--- src/rtl/cu_microseq_if.sv ---
// Bundles the sequencer's connections to the IR/flags, the microcode ROM and the datapath.
interface cu_microseq_if #(
  parameter int OPCODE_W = 5,
  parameter int UADDR_W  = 8,
  parameter int CTRL_W   = 24
);
  localparam int UWORD_W = CTRL_W + 6 + UADDR_W;

  logic [OPCODE_W-1:0] opcode;
  logic                C;
  logic                N;
  logic                P;
  logic                Z;
  logic                int_req;
  logic                mem_ready;
  logic [UADDR_W-1:0]  uaddr;
  logic [UWORD_W-1:0]  uword;
  logic [CTRL_W-1:0]   ctrl;
  logic                int_ack;
  logic                bus_err;

  // Sequencer side.
  modport master (
    input  opcode, C, N, P, Z, int_req, mem_ready, uword,
    output uaddr, ctrl, int_ack, bus_err
  );

  // Surrounding system side: ROM, IR/flags, memory and interrupt sources.
  modport slave (
    output opcode, C, N, P, Z, int_req, mem_ready, uword,
    input  uaddr, ctrl, int_ack, bus_err
  );
endinterface

--- src/rtl/cu_microseq.sv ---
// Microprogrammed control sequencer. The uPC addresses an external combinational
// microcode ROM; each microword carries a control word plus a sequencing op,
// a branch condition and a target address.
module cu_microseq #(
  parameter int                 OPCODE_W   = 5,
  parameter int                 UADDR_W    = 8,
  parameter int                 CTRL_W     = 24,
  parameter logic [UADDR_W-1:0] FETCH_ADDR = 8'h00,
  parameter logic [UADDR_W-1:0] INT_VEC    = 8'hF0,
  parameter logic [UADDR_W-1:0] ERR_VEC    = 8'hF8,
  parameter int                 WAIT_MAX   = 15
) (
  input  logic          clk,
  input  logic          rst,
  cu_microseq_if.master bus
);
  localparam int WCNT_W = (WAIT_MAX > 1) ? $clog2(WAIT_MAX) : 1;

  localparam logic [2:0] SEQ_NEXT     = 3'b000;
  localparam logic [2:0] SEQ_JUMP     = 3'b001;
  localparam logic [2:0] SEQ_BRANCH   = 3'b010;
  localparam logic [2:0] SEQ_DISPATCH = 3'b011;
  localparam logic [2:0] SEQ_FETCH    = 3'b100;
  localparam logic [2:0] SEQ_WAIT     = 3'b101;
  localparam logic [2:0] SEQ_EI       = 3'b110;
  localparam logic [2:0] SEQ_DI       = 3'b111;

  typedef enum logic [1:0] {
    S_RST = 2'd0,
    S_RUN = 2'd1,
    S_INT = 2'd2
  } state_t;

  state_t              state_r;
  logic [UADDR_W-1:0]  upc_r;
  logic                ien_r;
  logic [WCNT_W-1:0]   wait_cnt_r;
  logic                int_ack_r;
  logic                bus_err_r;

  logic [CTRL_W-1:0]   uw_ctrl_s;
  logic [2:0]          uw_seq_s;
  logic [2:0]          uw_cond_s;
  logic [UADDR_W-1:0]  uw_target_s;
  logic [UADDR_W-1:0]  upc_inc_s;
  logic [UADDR_W-1:0]  upc_disp_s;
  logic                cond_ok_s;

  // Condition selector over the live ALU flags.
  function automatic logic cond_eval(input logic [2:0] sel, input logic c, input logic n,
                                     input logic p, input logic z);
    logic res;
    case (sel)
      3'b000:  res = 1'b1;
      3'b001:  res = c;
      3'b010:  res = n;
      3'b011:  res = p;
      3'b100:  res = z;
      3'b101:  res = ~c;
      3'b110:  res = ~n;
      3'b111:  res = ~z;
      default: res = 1'b0;
    endcase
    return res;
  endfunction

  assign {uw_ctrl_s, uw_seq_s, uw_cond_s, uw_target_s} = bus.uword;

  // Address arithmetic wraps naturally modulo 2**UADDR_W.
  assign upc_inc_s  = upc_r + UADDR_W'(1);
  assign upc_disp_s = uw_target_s + UADDR_W'(bus.opcode);
  assign cond_ok_s  = cond_eval(uw_cond_s, bus.C, bus.N, bus.P, bus.Z);

  assign bus.uaddr   = upc_r;
  assign bus.int_ack = int_ack_r;
  assign bus.bus_err = bus_err_r;

  // Control word follows the ROM in the same cycle, but is forced idle outside normal execution.
  always_comb begin
    bus.ctrl = {CTRL_W{1'b0}};
    if (state_r == S_RUN) begin
      bus.ctrl = uw_ctrl_s;
    end else begin
      bus.ctrl = {CTRL_W{1'b0}};
    end
  end

  // Sequencer FSM: uPC update, interrupt entry, memory wait timeout and sticky bus error.
  always_ff @(posedge clk or negedge rst) begin
    if (!rst) begin
      state_r    <= S_RST;
      upc_r      <= FETCH_ADDR;
      ien_r      <= 1'b0;
      wait_cnt_r <= {WCNT_W{1'b0}};
      int_ack_r  <= 1'b0;
      bus_err_r  <= 1'b0;
    end else begin
      int_ack_r <= 1'b0;
      case (state_r)
        S_RST: begin
          state_r <= S_RUN;
        end
        S_INT: begin
          ien_r   <= 1'b0;
          upc_r   <= INT_VEC;
          state_r <= S_RUN;
        end
        S_RUN: begin
          case (uw_seq_s)
            SEQ_NEXT:     upc_r <= upc_inc_s;
            SEQ_JUMP:     upc_r <= uw_target_s;
            SEQ_BRANCH:   upc_r <= cond_ok_s ? uw_target_s : upc_inc_s;
            SEQ_DISPATCH: upc_r <= upc_disp_s;
            SEQ_FETCH: begin
              // Interrupts are only taken at an instruction boundary.
              if (bus.int_req && ien_r) begin
                state_r   <= S_INT;
                int_ack_r <= 1'b1;
              end else begin
                upc_r <= FETCH_ADDR;
              end
            end
            SEQ_WAIT: begin
              // A late completion still wins over the timeout in the same cycle.
              if (bus.mem_ready) begin
                upc_r      <= upc_inc_s;
                wait_cnt_r <= {WCNT_W{1'b0}};
              end else if (wait_cnt_r == WCNT_W'(WAIT_MAX - 1)) begin
                bus_err_r  <= 1'b1;
                upc_r      <= ERR_VEC;
                wait_cnt_r <= {WCNT_W{1'b0}};
              end else begin
                wait_cnt_r <= wait_cnt_r + WCNT_W'(1);
              end
            end
            SEQ_EI: begin
              ien_r <= 1'b1;
              upc_r <= upc_inc_s;
            end
            SEQ_DI: begin
              ien_r <= 1'b0;
              upc_r <= upc_inc_s;
            end
            default: upc_r <= FETCH_ADDR;
          endcase
        end
        default: begin
          state_r <= S_RST;
          upc_r   <= FETCH_ADDR;
        end
      endcase
    end
  end
endmodule

--- src/flat_wrapper.sv ---
// flat-port wrapper written by rule: the top's interface ports become plain ports
module cu_microseq_flat 
#(
  parameter int                 OPCODE_W   = 5,
  parameter int                 UADDR_W    = 8,
  parameter int                 CTRL_W     = 24,
  parameter logic [UADDR_W-1:0] FETCH_ADDR = 8'h00,
  parameter logic [UADDR_W-1:0] INT_VEC    = 8'hF0,
  parameter logic [UADDR_W-1:0] ERR_VEC    = 8'hF8,
  parameter int                 WAIT_MAX   = 15
)
  (clk, rst, bus_opcode, bus_C, bus_N, bus_P, bus_Z, bus_int_req, bus_mem_ready, bus_uword, bus_uaddr, bus_ctrl, bus_int_ack, bus_bus_err);
  cu_microseq_if #(.OPCODE_W(OPCODE_W), .UADDR_W(UADDR_W), .CTRL_W(CTRL_W)) bus_i ();
  input  logic clk;
  input  logic rst;
  input wire logic [$bits(bus_i.opcode)-1:0] bus_opcode;
  input wire logic [$bits(bus_i.C)-1:0] bus_C;
  input wire logic [$bits(bus_i.N)-1:0] bus_N;
  input wire logic [$bits(bus_i.P)-1:0] bus_P;
  input wire logic [$bits(bus_i.Z)-1:0] bus_Z;
  input wire logic [$bits(bus_i.int_req)-1:0] bus_int_req;
  input wire logic [$bits(bus_i.mem_ready)-1:0] bus_mem_ready;
  input wire logic [$bits(bus_i.uword)-1:0] bus_uword;
  output wire logic [$bits(bus_i.uaddr)-1:0] bus_uaddr;
  output wire logic [$bits(bus_i.ctrl)-1:0] bus_ctrl;
  output wire logic [$bits(bus_i.int_ack)-1:0] bus_int_ack;
  output wire logic [$bits(bus_i.bus_err)-1:0] bus_bus_err;
  assign bus_i.opcode = bus_opcode;
  assign bus_i.C = bus_C;
  assign bus_i.N = bus_N;
  assign bus_i.P = bus_P;
  assign bus_i.Z = bus_Z;
  assign bus_i.int_req = bus_int_req;
  assign bus_i.mem_ready = bus_mem_ready;
  assign bus_i.uword = bus_uword;
  assign bus_uaddr = bus_i.uaddr;
  assign bus_ctrl = bus_i.ctrl;
  assign bus_int_ack = bus_i.int_ack;
  assign bus_bus_err = bus_i.bus_err;
  cu_microseq #(.OPCODE_W(OPCODE_W), .UADDR_W(UADDR_W), .CTRL_W(CTRL_W), .FETCH_ADDR(FETCH_ADDR), .INT_VEC(INT_VEC), .ERR_VEC(ERR_VEC), .WAIT_MAX(WAIT_MAX)) u_core (.clk(clk), .rst(rst), .bus(bus_i));
endmodule
--- config.mk ---
export PLATFORM = sky130hd
export DESIGN_NAME = cu_microseq_flat
export DESIGN_NICKNAME = d
export VERILOG_FILES = /design/src/rtl/cu_microseq_if.sv /design/src/rtl/cu_microseq.sv /design/src/flat_wrapper.sv
export SDC_FILE = /design/constraint.sdc
export NUM_CORES = 1
export LEC_CHECK = 0
export ABC_AREA = 1
export CAP_MARGIN = 20
export CORE_MARGIN = 2
export CORE_UTILIZATION = 45
export DETAILED_ROUTE_END_ITERATION = 16
export PLACE_DENSITY = 0.93
export SETUP_SLACK_MARGIN = 0.3
export SKIP_CTS_REPAIR_TIMING = 1
export SLEW_MARGIN = 10
export SYNTH_ARGS = -nofsm -noshare
export SYNTH_HDL_FRONTEND = slang
export SYNTH_SLANG_ARGS = --single-unit
--- constraint.sdc ---
create_clock -name clk -period 2.8 [get_ports clk]
set_input_delay 0.28 -clock clk [delete_from_list [all_inputs] [get_ports clk]]
set_output_delay 0.28 -clock clk [all_outputs]
set_load 0.02 [all_outputs]
==> qor.csv, run 1 <==
metric,value,unit
status,"finished, final reports clean",
H-tree depth,1,
Syn Std Cell Area,1790,um^2
worst hold slack,0.470,ns
vias in the first global route,1942,
Die Wd,67.0,um
Max Clk Rate,455,MHz
share of cells above drive strength 1,4.94,%
top fanout value on the critical path,17,
"Slew Viols, Final",0,
Slew HR,49.1,%
n_diodes,0,
synthesis-stage register bit count,17,
Tmin final,2.20,ns
R2R Setup Slk,0.77,ns
critical path arrival,1.92,ns
Synth Warn #,0,
row count,22,
Clock Tree Root,clkbuf_8,
first-pass GRT wire length,8.26,mm
clock latency on the worst-skew pair,0.25,ns
Setup TNS,0,ns
Critical path buffers and inverters,4,
"slowest stage delay, CP",0.59,ns
CORE AREA,3740,um^2
Cells after Synth,298,
"Power, Total",1.70,mW
Final WS setup,0.604,ns
Max rail drop VDD,759,uV
post-layout util,73.1,%
sequential share of the synthesized area,23.8,%
Synth Net Count,362,
CTS buffer count,3,
final net count,450,
initial antenna violation count,0,
dpl cells,429,
pre-CTS setup slack,0.474,ns
Power Dens Cells,620,nW/um^2
reg2reg start,u_core.state_r[1],
DR WL/cell,11.8,um
pin count of the biggest net entering global routing,18,
worst slew pin tran,0.762,ns
Starting Density,47.7,%
Congestion Overflow GR,0,
"Avg Cell Area, Syn",6.00,um^2
DR vias,2167,
Final Non-Filler Cells,433,
area grow syn2layout,53.2,%
GP Congestion,0.937,
CP required,2.52,ns
fin area,2740,um^2
RSZ-0062 raised after global routing,false,
period utilization,78.4,%
final hold violations,0,
clk_skew,0.00583,ns
final wirelength,5.13,mm
hpwl dp,4.29,mm
# port buffers,84,
CP Capture Type,output pin,
filler instances,318,
worst min-delay path class,primary input to asynchronous set/reset pin,
Vias/cell,5.00,
worst r2r path cells,10,
DRC violations left,0,
Synth cell types,26,
clk sinks,17,
Leakage,1.51,nW
RR Endpoint,u_core.bus.uaddr[4],
Die Ht,67.0,um
I/O Pins,85,
"slowest stage cell, crit path",clkdlybuf4s50_1,
CTS tree,built,
placed cell areas,2690,um^2
die area,4490,um^2
kind of critical path,flip-flop to output pin,
gr usage total,24.1,%
drt first pass iters,4,
max_cap viols,0,
Critical Path Most Common Cell,inv_1,
Initial DRC Count,97,
CP Cell Sequence,inv_1 > ha_1 > buf_4 > nand2_1 > inv_1 > clkdlybuf4s50_1,
CP Launch Type,flip-flop,
Clock Tree Buf Depth,2,
"delay-heaviest family, CP",buffers and inverters,
DRT antenna net count,0,
Clock Pin Slew Worst Setup and Hold Paths,0.07,ns
count of final setup violators,0,
layout make-up:
cell class,count,area [um^2],area share [%]
clock buffers,3,41.3,1.51
clock inverters,1,5.00,0.183
inverters,62,233,8.50
multi-input cells,216,1120,40.8
flip-flops and latches,17,425,15.5
well taps,48,60.1,2.19
repair buffers,86,856,31.3
worst max-delay path by stage:
stage                            from             endpoint  slack [ns]  cells after the start
floorplan           u_core.state_r[1]         bus_ctrl[13]        1.09                      6
global placement         bus_uword[0]  u_core.bus.uaddr[4]        0.53                     15
detailed placement       bus_uword[0]  u_core.bus.uaddr[4]        0.47                     15
CTS                 u_core.state_r[1]          bus_ctrl[6]        0.60                      6
global route        u_core.state_r[1]         bus_ctrl[16]        0.52                      6
finish              u_core.state_r[1]          bus_ctrl[6]        0.60                      6
cells in the mapped netlist, drive strengths merged:
| cell | number | area, um^2 |
|---|---|---|
| a21oi | 9 | 45.0 |
| a31o | 2 | 17.5 |
| buf | 1 | 3.75 |
| clkbuf | 2 | 7.51 |
| dfrtp | 17 | 425 |
| fa | 1 | 20.0 |
| ha | 12 | 150 |
| inv | 62 | 233 |
| nand2 | 109 | 412 |
| nand3 | 25 | 130 |
| nand3b | 1 | 7.51 |
| nand4 | 10 | 62.6 |
| nor2 | 20 | 80.1 |
| nor3 | 4 | 42.5 |
| nor4 | 1 | 6.26 |
| o211ai | 2 | 15.0 |
| o21ai | 10 | 50.1 |
| o21bai | 1 | 7.51 |
| or2 | 3 | 18.8 |
| xnor2 | 1 | 8.76 |
| xor2 | 5 | 43.8 |
per-layer routing:
metal  up-vias  wire, um  track usage, %
li1       1096         -               -
met1       960      2170            30.4
met2       105      2460            42.1
met3         6       462            5.41
met4         0        36            4.59
met5         -         0               0
worst reg2reg max path, stage by stage, from the launching register on:
cell,delay [ns]
dfrtp_1,0.38
inv_1,0.09
ha_1,0.21
buf_4,0.19
inv_1,0.24
nor2_1,0.15
nor3_4,0.26
inv_2,0.12
nor2_2,0.19
nand2_1,0.09
nand2_1,0.05
sequential cells by signal, indices dropped and copies added, names as in the netlist:
signal and cells:
u_core.bus.uaddr 8, u_core.wait_cnt_r 4, u_core.state_r 2, u_core.bus.bus_err 1, u_core.bus.int_ack 1, u_core.ien_r 1
cells in the final DEF, fill, tap and decap left out:
cell             Yosys  layout
a21oi_1              9       9
a31o_2               2       2
buf_4                0       2
clkbuf_8             0       3
clkdlybuf4s50_1      0      84
clkinv_2             0       1
dfrtp_1             17      17
fa_1                 1       1
ha_1                12      12
inv_1               60      60
inv_2                2       2
nand2_1            108     108
nand2_2              1       1
nand3_1             24      24
nand3_2              1       1
nand3b_1             1       1
nand4_1             10      10
nor2_1              18      18
nor2_2               2       2
nor3_1               2       2
nor3_4               2       2
nor4_1               1       1
o211ai_1             2       2
o21ai_0             10      10
o21bai_1             1       1
or2_2                3       3
xnor2_1              1       1
xor2_1               5       5
power breakdown:
group	switching, mW	leakage [nW]	internal (mW)
registers	0.0814	0.228	0.318
clock network	0.0857	0.0255	0.0988
logic	0.621	1.26	0.492
total	0.788	1.51	0.908
kinds of logic after synthesis:
kind of cell    count (synthesis)  synth area share, %
flops                          17                 23.8
compound gates                 24                 7.56
xor+xnor                        6                 2.94
buf+inv                        65                 13.7
fa+ha+maj                      13                 9.52
simple gates                  173                 42.5
Power figures use the tool's default switching activity.
==> run 2, diff against run 1 <==
--- a/config.mk
+++ b/config.mk
@@ -8,9 +8,9 @@
 export ABC_AREA = 1
 export CAP_MARGIN = 20
 export CORE_MARGIN = 2
-export CORE_UTILIZATION = 45
+export CORE_UTILIZATION = 38
 export DETAILED_ROUTE_END_ITERATION = 16
-export PLACE_DENSITY = 0.93
+export PLACE_DENSITY = 0.84
 export SETUP_SLACK_MARGIN = 0.3
 export SKIP_CTS_REPAIR_TIMING = 1
 export SLEW_MARGIN = 10
==> constraint.sdc (replaced) <==
create_clock -name clk -period 1.8 [get_ports clk]
set_input_delay 0.18 -clock clk [delete_from_list [all_inputs] [get_ports clk]]
set_output_delay 0.18 -clock clk [all_outputs]
set_load 0.02 [all_outputs]
==> run 2 against run 1 <==
  * Power grew 94%
  * Sequential cell count is the same
  * Wire length grew 20%
  * Count of clock-buffer cells in the layout is the same
  * First-iteration DRC count grew 40%
  * Setup slack lost 0.46 ns
  * Cell count grew 11%
  * Die area grew 17%
  * Critical path depth grew 4
  * Sequential share of layout area shrank 2.8 points
  * Clock skew grew 0.0027 ns
  * Combinational power grew 110%
  * Critical endpoint is now u_core.bus.uaddr[6]
  * Highest routed layer unchanged
==> qor.csv, run 2 (same netlist as run 1, synthesis figures left out) <==
metric,value,unit
status,"finished, final reports clean",
reg2reg start,u_core.state_r[1],
CP Capture Type,flip-flop,
Clock Tree Root,clkbuf_8,
Max Clk Rate,605,MHz
period utilization,91.8,%
Clock Pin Slew Worst Setup and Hold Paths,0.07,ns
H-tree depth,1,
share of cells above drive strength 1,29.3,%
initial antenna violation count,0,
fin area,3360,um^2
area grow syn2layout,87.8,%
worst min-delay path class,primary input to asynchronous set/reset pin,
gr usage total,19.9,%
clk_skew,0.00856,ns
worst r2r path cells,10,
clock latency on the worst-skew pair,0.25,ns
max_cap viols,0,
Congestion Overflow GR,0,
worst slew pin tran,0.360,ns
"Slew Viols, Final",0,
multi-input logic area,1260,um^2
# port buffers,84,
DRC violations left,0,
hpwl dp,4.44,mm
placed cell areas,2970,um^2
post-layout util,75.5,%
drt first pass iters,7,
critical path arrival,1.84,ns
Vias/cell,5.06,
CP Launch Type,flip-flop,
Leakage,2.02,nW
n_diodes,0,
DR WL/cell,12.8,um
Die Ht,72.6,um
row count,24,
Clock Tree Buf Depth,2,
RSZ-0062 raised after global routing,true,
first-pass GRT wire length,8.65,mm
Initial DRC Count,136,
vias in the first global route,2088,
pin count of the biggest net entering global routing,22,
CTS buffer count,3,
Final Non-Filler Cells,482,
RR Endpoint,u_core.bus.uaddr[6],
CORE AREA,4440,um^2
CP startpoint,u_core.state_r[1],
I/O Pins,85,
final net count,495,
dpl cells,465,
Slew HR,75.9,%
top fanout value on the critical path,4,
"most common cell after layout, fill and taps aside",nand2_1,
worst hold slack,0.207,ns
kind of critical path,flip-flop to flip-flop,
CP required,1.99,ns
Max rail drop VDD,909,uV
filler instances,313,
FF+latch area,429,um^2
WL met1,2.41,mm
clk sinks,17,
metal3 WL,591,um
DR vias,2439,
max FFs per register,8,
DRT antenna net count,0,
die area,5270,um^2
"Power, Total",3.28,mW
most frequent cells in the layout,"nand2_1, inv_1, clkdlybuf4s50_1",
Max Used Layer,met4,
GP Congestion,1.00,
Starting Density,40.2,%
Die Wd,72.6,um
R2R Setup Slk,0.15,ns
count of final setup violators,0,
final hold violations,0,
Tmin final,1.65,ns
final wirelength,6.15,mm
critical path endpoint,u_core.bus.uaddr[6],
Power Dens Cells,978,nW/um^2
CTS tree,built,
WL met2,3.02,mm
run 2: cell count changes in the layout (fill, tap and decap cells not counted), moves of 7 or more:
cell	previous run	this run
clkdlybuf4s50_1	84	43
buf_4	2	42
buf_6	0	24
dlymetal6s2s_1	0	18
nand2_1	108	97
nand2_2	1	12
inv_1	60	51
inv_2	2	9
run 2: how the worst min path moves through the flow:
stage                                   from             endpoint  slack, ns  cells after the start
final                                    rst  u_core.bus.uaddr[2]       0.21                      1
after global placement    u_core.bus.bus_err   u_core.bus.bus_err       0.47                      1
after global routing                     rst  u_core.bus.uaddr[4]       0.22                      1
after floorplan                          rst   u_core.bus.bus_err      -0.12                      0
after detailed placement  u_core.bus.bus_err   u_core.bus.bus_err       0.46                      1
after CTS                                rst  u_core.bus.uaddr[1]       0.20                      1
run 2: where the power goes:
group          switching (mW)  internal, mW  leakage [nW]  total [mW]
combinational            1.17          1.19          1.77        2.35
sequential              0.141         0.498         0.223       0.639
clock                   0.135         0.154        0.0255       0.289
run 2: through the flow:
step,setup WS [ns],setup TNS (ns)
global route,0.0397,0
CTS,-0.248,-5.51
finish,0.148,0
floorplan,0.301,0
detailed placement,-0.311,-1.38
global placement,-0.286,-1.05
run 2: final cells by class:
class	instances	area share [%]
repair buffers	131	39.1
flip-flops and latches	17	12.8
multi-input cells	216	37.7
inverters	62	7.12
clock buffers	3	1.23
clock inverters	1	0.149
well taps	52	1.94
run 2: critical path, cell delays in order (launching register included):
cell and delay [ns]:
dfrtp_1 0.41, inv_2 0.09, ha_4 0.15, buf_12 0.11, clkinvlp_4 0.13, nor3_4 0.25
nor3_4 0.07, inv_2 0.09, buf_4 0.13, nand2_1 0.06, nand2_1 0.07
run 2: routing by layer:
| layer | track usage (%) | vias to the layer above |
|---|---|---|
| met5 | 0 | - |
| met4 | 1.65 | 0 |
| met3 | 4.28 | 20 |
| met2 | 34.6 | 132 |
| met1 | 26.5 | 1101 |
| li1 | - | 1186 |
